[config.mk]
export PLATFORM = sky130hd
export DESIGN_NAME = iter_div_unit
export DESIGN_NICKNAME = d
export VERILOG_FILES = /design/src/rtl/iter_div_unit.sv
export SDC_FILE = /design/constraint.sdc
export NUM_CORES = 1
export LEC_CHECK = 0
export CORE_AREA = 5 5 211 213
export DETAILED_ROUTE_END_ITERATION = 7
export DIE_AREA = 0 0 216 218
export GPL_ROUTABILITY_DRIVEN = 0
export GPL_TIMING_DRIVEN = 0
export SKIP_CTS_REPAIR_TIMING = 1
export SLEW_MARGIN = 20
export SYNTH_ARGS = -nofsm -noshare
export SYNTH_HDL_FRONTEND = slang
export SYNTH_SLANG_ARGS = --single-unit
[constraint.sdc]
create_clock -name cpu_clk_50M -period 16.95 [get_ports cpu_clk_50M]
set_clock_uncertainty 0.05 [all_clocks]
set_input_delay 2.5425 -clock cpu_clk_50M [delete_from_list [all_inputs] [get_ports cpu_clk_50M]]
set_output_delay 2.5425 -clock cpu_clk_50M [all_outputs]
set_load 0.02 [all_outputs]
[src/rtl/iter_div_unit.sv]
// Iterative integer divider for the execute stage.
// Restoring division on operand magnitudes, retiring RADIX_LOG2 quotient bits
// per CALC cycle, followed by a one-cycle sign fix-up. Results are held under
// a valid/ack handshake; flush_i abandons any operation in flight.
// Normal latency: valid_o is first high after the (N+2)-th rising edge,
// counting the accepting edge as edge one (N = DATA_W/RADIX_LOG2).
module iter_div_unit #(
   parameter int DATA_W     = 32,
   parameter int RADIX_LOG2 = 2
) (
   input  logic              cpu_clk_50M,
   input  logic              cpu_rst_n,
   input  logic              start_i,
   input  logic              signed_i,
   input  logic [DATA_W-1:0] dividend_i,
   input  logic [DATA_W-1:0] divisor_i,
   input  logic              flush_i,
   input  logic              ack_i,
   output logic              ready_o,
   output logic              busy_o,
   output logic              valid_o,
   output logic [DATA_W-1:0] quotient_o,
   output logic [DATA_W-1:0] remainder_o,
   output logic              div_by_zero_o
);

   localparam int N_ITER = DATA_W / RADIX_LOG2;
   localparam int CNT_W  = $clog2(N_ITER) + 1;
   localparam int RW     = DATA_W + 2;

   localparam logic [1:0] ST_IDLE  = 2'd0;
   localparam logic [1:0] ST_CALC  = 2'd1;
   localparam logic [1:0] ST_FIXUP = 2'd2;
   localparam logic [1:0] ST_DONE  = 2'd3;

   localparam logic [CNT_W-1:0]  CNT_ONE  = {{(CNT_W-1){1'b0}}, 1'b1};
   localparam logic [CNT_W-1:0]  CNT_LAST = CNT_W'(N_ITER - 1);
   localparam logic [DATA_W-1:0] DW_ZERO  = {DATA_W{1'b0}};
   localparam logic [DATA_W-1:0] DW_ONES  = {DATA_W{1'b1}};
   localparam logic [DATA_W-1:0] DW_ONE   = {{(DATA_W-1){1'b0}}, 1'b1};

   // Two's complement negation.
   function automatic logic [DATA_W-1:0] negate(input logic [DATA_W-1:0] val);
      return ~val + DW_ONE;
   endfunction

   // Magnitude of an operand: negated only for a signed, negative value.
   function automatic logic [DATA_W-1:0] magnitude(input logic [DATA_W-1:0] val,
                                                   input logic              is_signed);
      if (is_signed && val[DATA_W-1]) begin
         return negate(val);
      end else begin
         return val;
      end
   endfunction

   logic [1:0]        state_r;
   logic [1:0]        state_nxt_s;
   logic [CNT_W-1:0]  cnt_r;
   logic              signed_r;
   logic              dd_sign_r;
   logic              dv_sign_r;
   logic [DATA_W-1:0] rem_r;
   logic [DATA_W-1:0] quo_r;
   logic [DATA_W-1:0] dvs_r;
   logic              ready_r;
   logic              busy_r;
   logic              valid_r;
   logic              dbz_r;
   logic [DATA_W-1:0] quot_out_r;
   logic [DATA_W-1:0] rem_out_r;

   logic              accept_s;
   logic              divisor_zero_s;
   logic [RW-1:0]     shifted_s;
   logic [RW-1:0]     d1_s;
   logic [RW-1:0]     d2_s;
   logic [RW-1:0]     d3_s;
   logic [1:0]        qd_s;
   logic [DATA_W-1:0] rem_nxt_s;
   logic [DATA_W-1:0] quo_nxt_s;
   logic [DATA_W-1:0] quot_fix_s;
   logic [DATA_W-1:0] rem_fix_s;

   assign accept_s       = (state_r == ST_IDLE) && start_i && !flush_i;
   assign divisor_zero_s = (divisor_i == DW_ZERO);

   // Next-state selection; flush wins over everything else, including start.
   always_comb begin
      state_nxt_s = state_r;
      if (flush_i) begin
         state_nxt_s = ST_IDLE;
      end else begin
         case (state_r)
            ST_IDLE: begin
               if (start_i) begin
                  state_nxt_s = divisor_zero_s ? ST_DONE : ST_CALC;
               end else begin
                  state_nxt_s = ST_IDLE;
               end
            end
            ST_CALC: begin
               if (cnt_r == CNT_LAST) begin
                  state_nxt_s = ST_FIXUP;
               end else begin
                  state_nxt_s = ST_CALC;
               end
            end
            ST_FIXUP: state_nxt_s = ST_DONE;
            ST_DONE: begin
               if (ack_i) begin
                  state_nxt_s = ST_IDLE;
               end else begin
                  state_nxt_s = ST_DONE;
               end
            end
            default: state_nxt_s = ST_IDLE;
         endcase
      end
   end

   // One restoring iteration: shift the next dividend bits into the partial
   // remainder, then keep the largest multiple of the divisor that fits.
   always_comb begin
      shifted_s = RW'({rem_r, quo_r[DATA_W-1 -: RADIX_LOG2]});
      d1_s      = {2'b00, dvs_r};
      d2_s      = {1'b0, dvs_r, 1'b0};
      d3_s      = d1_s + d2_s;
      qd_s      = 2'b00;
      rem_nxt_s = DATA_W'(shifted_s);
      if (RADIX_LOG2 == 2) begin
         if (shifted_s >= d3_s) begin
            qd_s      = 2'b11;
            rem_nxt_s = DATA_W'(shifted_s - d3_s);
         end else if (shifted_s >= d2_s) begin
            qd_s      = 2'b10;
            rem_nxt_s = DATA_W'(shifted_s - d2_s);
         end else if (shifted_s >= d1_s) begin
            qd_s      = 2'b01;
            rem_nxt_s = DATA_W'(shifted_s - d1_s);
         end else begin
            qd_s      = 2'b00;
            rem_nxt_s = DATA_W'(shifted_s);
         end
      end else begin
         if (shifted_s >= d1_s) begin
            qd_s      = 2'b01;
            rem_nxt_s = DATA_W'(shifted_s - d1_s);
         end else begin
            qd_s      = 2'b00;
            rem_nxt_s = DATA_W'(shifted_s);
         end
      end
      quo_nxt_s = {quo_r[DATA_W-1-RADIX_LOG2:0], qd_s[RADIX_LOG2-1:0]};
   end

   // Sign fix-up: quotient negative when signs differ, remainder follows dividend.
   always_comb begin
      quot_fix_s = quo_r;
      rem_fix_s  = rem_r;
      if (signed_r) begin
         quot_fix_s = (dd_sign_r ^ dv_sign_r) ? negate(quo_r) : quo_r;
         rem_fix_s  = dd_sign_r ? negate(rem_r) : rem_r;
      end else begin
         quot_fix_s = quo_r;
         rem_fix_s  = rem_r;
      end
   end

   // State register and the handshake flags decoded from the next state.
   always_ff @(posedge cpu_clk_50M or negedge cpu_rst_n) begin
      if (!cpu_rst_n) begin
         state_r <= ST_IDLE;
         ready_r <= 1'b1;
         busy_r  <= 1'b0;
         valid_r <= 1'b0;
      end else begin
         state_r <= state_nxt_s;
         ready_r <= (state_nxt_s == ST_IDLE);
         busy_r  <= (state_nxt_s == ST_CALC) || (state_nxt_s == ST_FIXUP);
         valid_r <= (state_nxt_s == ST_DONE);
      end
   end

   // Operand latch on acceptance and the iteration datapath during CALC.
   always_ff @(posedge cpu_clk_50M or negedge cpu_rst_n) begin
      if (!cpu_rst_n) begin
         cnt_r     <= {CNT_W{1'b0}};
         signed_r  <= 1'b0;
         dd_sign_r <= 1'b0;
         dv_sign_r <= 1'b0;
         rem_r     <= DW_ZERO;
         quo_r     <= DW_ZERO;
         dvs_r     <= DW_ZERO;
      end else if (accept_s) begin
         cnt_r     <= {CNT_W{1'b0}};
         signed_r  <= signed_i;
         dd_sign_r <= signed_i & dividend_i[DATA_W-1];
         dv_sign_r <= signed_i & divisor_i[DATA_W-1];
         rem_r     <= DW_ZERO;
         quo_r     <= magnitude(dividend_i, signed_i);
         dvs_r     <= magnitude(divisor_i, signed_i);
      end else if ((state_r == ST_CALC) && !flush_i) begin
         cnt_r <= cnt_r + CNT_ONE;
         rem_r <= rem_nxt_s;
         quo_r <= quo_nxt_s;
      end else begin
         cnt_r <= cnt_r;
         rem_r <= rem_r;
         quo_r <= quo_r;
      end
   end

   // Result registers: loaded on a zero-divisor acceptance or at FIXUP, then held.
   always_ff @(posedge cpu_clk_50M or negedge cpu_rst_n) begin
      if (!cpu_rst_n) begin
         quot_out_r <= DW_ZERO;
         rem_out_r  <= DW_ZERO;
         dbz_r      <= 1'b0;
      end else if (flush_i) begin
         dbz_r <= 1'b0;
      end else if (accept_s) begin
         if (divisor_zero_s) begin
            quot_out_r <= DW_ONES;
            rem_out_r  <= dividend_i;
            dbz_r      <= 1'b1;
         end else begin
            dbz_r <= 1'b0;
         end
      end else if (state_r == ST_FIXUP) begin
         quot_out_r <= quot_fix_s;
         rem_out_r  <= rem_fix_s;
      end else begin
         dbz_r <= dbz_r;
      end
   end

   assign ready_o       = ready_r;
   assign busy_o        = busy_r;
   assign valid_o       = valid_r;
   assign quotient_o    = quot_out_r;
   assign remainder_o   = rem_out_r;
   assign div_by_zero_o = dbz_r;

endmodule

==> key figures <==
Clock tree
  – Clock buffer depth: 2
  – CTS tree: yes
  – Clock Latency Late Sink: 460 ps
  – TritonCTS Buffers: 17
  – Clock sinks: roughly 170
  – H-tree levels: 4
  – Clock transition at the registers of the reported paths: about 80 ps
  – Clock Root Buffer: clkbuf_16

STA
  – Final setup TNS: 0 ps
  – Slew Viols, Final: 0
  – Setup-failing EPs final: 0
  – Fin. Hold Viols: 0
  – Worst slew margin: 28.8%
  – Min setup slack post-route: 10000 ps
  – RSZ-0062 raised after global routing: no
  – Max Freq: 0.144 GHz
  – Tmin final: ~7000 ps
  – Slew @ Worst Pin: about 1100 ps
  – Fin crit share: 41.0%

Setup path
  – Crit-path slowest cell: clkbuf_1
  – Worst EP arrival: 7280 ps
  – Critical Path Fanout Max: 10
  – Critical path class: reg2reg
  – Startpoint types: register
  – Worst EP required: ~17,000 ps
  – Delay of the slowest cell on the worst path: slightly below 600 ps
  – CP dominant cell by count: nor2_1
  – Crit path cell chain: ha_1 > fa_1 > a21o_1 > a21oi_1 > o21bai_1 > a2111oi_1 > nor2_1 > a211o_1 > a31oi_1 > o21ai_0 > xnor2_1 > ha_1 > clkbuf_1 > a21oi_1 > o21ai_0 > a41o_1 > o31ai_4 > a211oi_1 > nor2_1 > nor2_1 > clkbuf_1 > a22oi_1 > o211ai_1
  – Worst setup EP type: register

Job
  – Max-cap violation count: 0

Global routing
  – Gr usage total: between 20% and 30%
  – Global route overflow: 0
  – Largest net degree at the start of global routing: between 80 and 90
  – Global-route wire length before repair: about 89,000 µm
  – Initial antenna violation count: 0
  – Vias in the first global route: 16,300

Power and ir drop
  – Worst VDD drop: ~0.076 mV
  – Leakage power: around 8.5 nW
  – Total power divided by cell area: 168 nW/µm²

Place
  – DP HPWL: 47,500 µm
  – # port buffers: around 140
  – DP Worst Slack: 10,160 ps

Floorplan
  – Row cnt: 76
  – Io pins: 138
  – Placeable Area: 42,500 µm²
  – Chip width: 216 µm
  – Chip height: 218 µm
  – Die area: 47,100 µm²
  – Initial Utilization: roughly two fifths

Synth
  – Synth warnings: 0
  – Synth Net Count: 2,344
  – Number of flops mapped to enable cells by yosys: 0
  – FF+latch count, synth: between 150 and 200
  – Synth unique cells: 77
  – Avg Inst Size Synth: 7.83 µm²
  – Ys flop type: dfrtp_1
  – Ys async rst share: between 90% and 100%
  – Post-synthesis sequential area ratio: 26.1%
  – Synthesized instance count: 2,133
  – Mapped cell area: 16,700 µm²

Min path
  – Worst Hold Class: reg2reg

Layout
  – Antenna cell count: 0
  – Synth-to-layout area growth: 15.7%
  – Share of cells above drive strength 1: under 10%
  – Final #Nets: between 2,000 and 3,000

Routing
  – Via count: 16,500
  – Detailed Routing Iterations Pass 1: 6
  – DR DRC count: 0
  – Drt via density: 5.80
  – WL final: just under 60,000 µm
  – Final ANT Viol Nets: 0
  – WL/cell: 20.5 µm
  – DR iter-0 viols: roughly 1,300

Outcome
  – Status: complete, no violations
-- through the flow --
stage / utilization [%] / cell area [µm²] / hold slack, ps / instances / total power [mW]
final: 45.4 / 19300 / 439 / 2849 / 3.25
after floorplan: - / 16700 / 400 / 2133 / 2.25
after CTS: 45.4 / 19300 / 445 / 2849 / 3.20
after detailed placement: 44.2 / 18800 / 428 / 2817 / 2.80
after global routing: 45.4 / 19300 / 471 / 2849 / 3.50
after global placement: 44.1 / 18700 / 420 / 2816 / 2.77
-- power breakdown --
| group | leakage [nW] | switching, mW | internal (mW) |
|---|---|---|---|
| registers | 2.27 | 0.147 | 0.478 |
| logic | 5.94 | 1.32 | 0.915 |
| clock network | 0.255 | 0.195 | 0.192 |
| total | 8.46 | 1.66 | 1.59 |
-- worst paths after layout --
kind	startpoint	to	slack, ps	depth (start not counted)
hold / removal	cnt_r[4]$_DFFE_PN0P_	cnt_r[4]$_DFFE_PN0P_	440	2
min in group asynchronous	cpu_rst_n	quotient_o[4]$_DFFE_PN0P_	2010	1
max in group asynchronous	cpu_rst_n	ready_o$_DFF_PN1_	13920	2
setup / recovery	dvs_r[0]$_DFFE_PN0P_	rem_r[18]$_DFFE_PN0P_	10000	23
hold reg to reg	cnt_r[4]$_DFFE_PN0P_	cnt_r[4]$_DFFE_PN0P_	440	2
setup reg to reg	dvs_r[0]$_DFFE_PN0P_	rem_r[18]$_DFFE_PN0P_	10000	23
-- cells in the final DEF, fill, tap and decap left out, drive strengths merged, types with 6 or more instances in the layout --
cell type	count
nand2b	19
o211ai	17
a221o	7
mux2	10
and2	13
o41ai	14
nand2	228
or2	6
xnor2	120
clkdlybuf4s50	136
a31oi	79
or3	27
or4	12
a21o	69
o21ai	185
buf	21
a211oi	20
nand4	16
mux2i	21
ha	137
nand3	37
dfrtp	173
a211o	13
xor2	103
a2111oi	7
a21oi	188
o21bai	16
nor3	33
a22oi	19
nor2	218
o31ai	27
nor4	16
clkbuf	101
inv	86
and3	12
o21a	17
nor2b	17
-- Yosys cell counts (all sizes together) (4+ instances only) --
cell     instances  area, µm²
or4             12       90.1
inv             79        297
and3            12       80.1
a221o            7       70.1
o21bai          16        120
fa               4       80.1
xnor2          120       1050
nand2          228        856
o41ai           14        130
nor2           218        818
ha             137       1710
mux2i           21        210
nor2b           17        106
a21o            69        518
o31ai           27        216
a21oi          188        945
a211oi          20        150
nor3            33        170
nand4           16        100
nand2b          19        119
a22oi           19        143
nand3           37        185
o211ai          17        133
buf             19       98.8
a31o             5       43.8
o21a            17        128
xor2           103        902
nor4            16        100
a211o           13        114
or3             27        169
a22o             5       43.8
a31oi           79        509
mux2            10        113
a2111oi          7       75.1
and2            13       81.3
dfrtp          173       4330
or2              6       37.5
a221oi           4       41.3
a311oi           5       50.0
o21ai          185        926
clkbuf          81        304
-- final cells by class --
cell class                 count  area [µm²]
inverter                      79         297
buffer                       100         403
fill                        4317       23200
sequential                   174        4360
timing repair buffer         138        1400
clock buffer                  20         437
tap                          546         683
clock inverter                12         104
multi-input combinational   1780       11600
-- metal layers --
| layer | vias up | share of wire (%) | global-route usage, % |
|---|---|---|---|
| met5 | - | 0 | 0 |
| met4 | 0 | 3.7 | 8.95 |
| met1 | 7782 | 43 | 30.8 |
| met3 | 100 | 6.5 | 3.42 |
| li1 | 8057 | - | - |
| met2 | 592 | 47 | 41.5 |
-- state kept, by name, indices dropped and copies added, names as in the netlist, 2 cells and up --
name	cells
cnt_r	5
dvs_r	32
quotient_o	32
state_r	2
remainder_o	32
rem_r	32
quo_r	32
-- logic make-up (layout without fill, tap and decap cells) --
logic type	after synthesis	after routing	share of synthesized area, %
multiplexers	31	31	1.93
buffers and inverters	179	349	4.19
adder cells (fa/ha/maj)	141	141	10.7
XOR/XNOR	223	223	11.7
AO/OA/AOI/OAI	724	724	27.6
AND/OR/NAND/NOR	661	661	17.8
flip-flops	174	174	26.1
-- critical path: cells and delay by family (launching register included) --
kind                     cells  cell delay [ps]
AO/OA/AOI/OAI               14             3490
XOR/XNOR                     1              140
adder cells (fa/ha/maj)      3              930
buffers and inverters        2              840
AND/OR/NAND/NOR              3              950
flip-flops                   1              470
(Power assumes the default switching activity.)
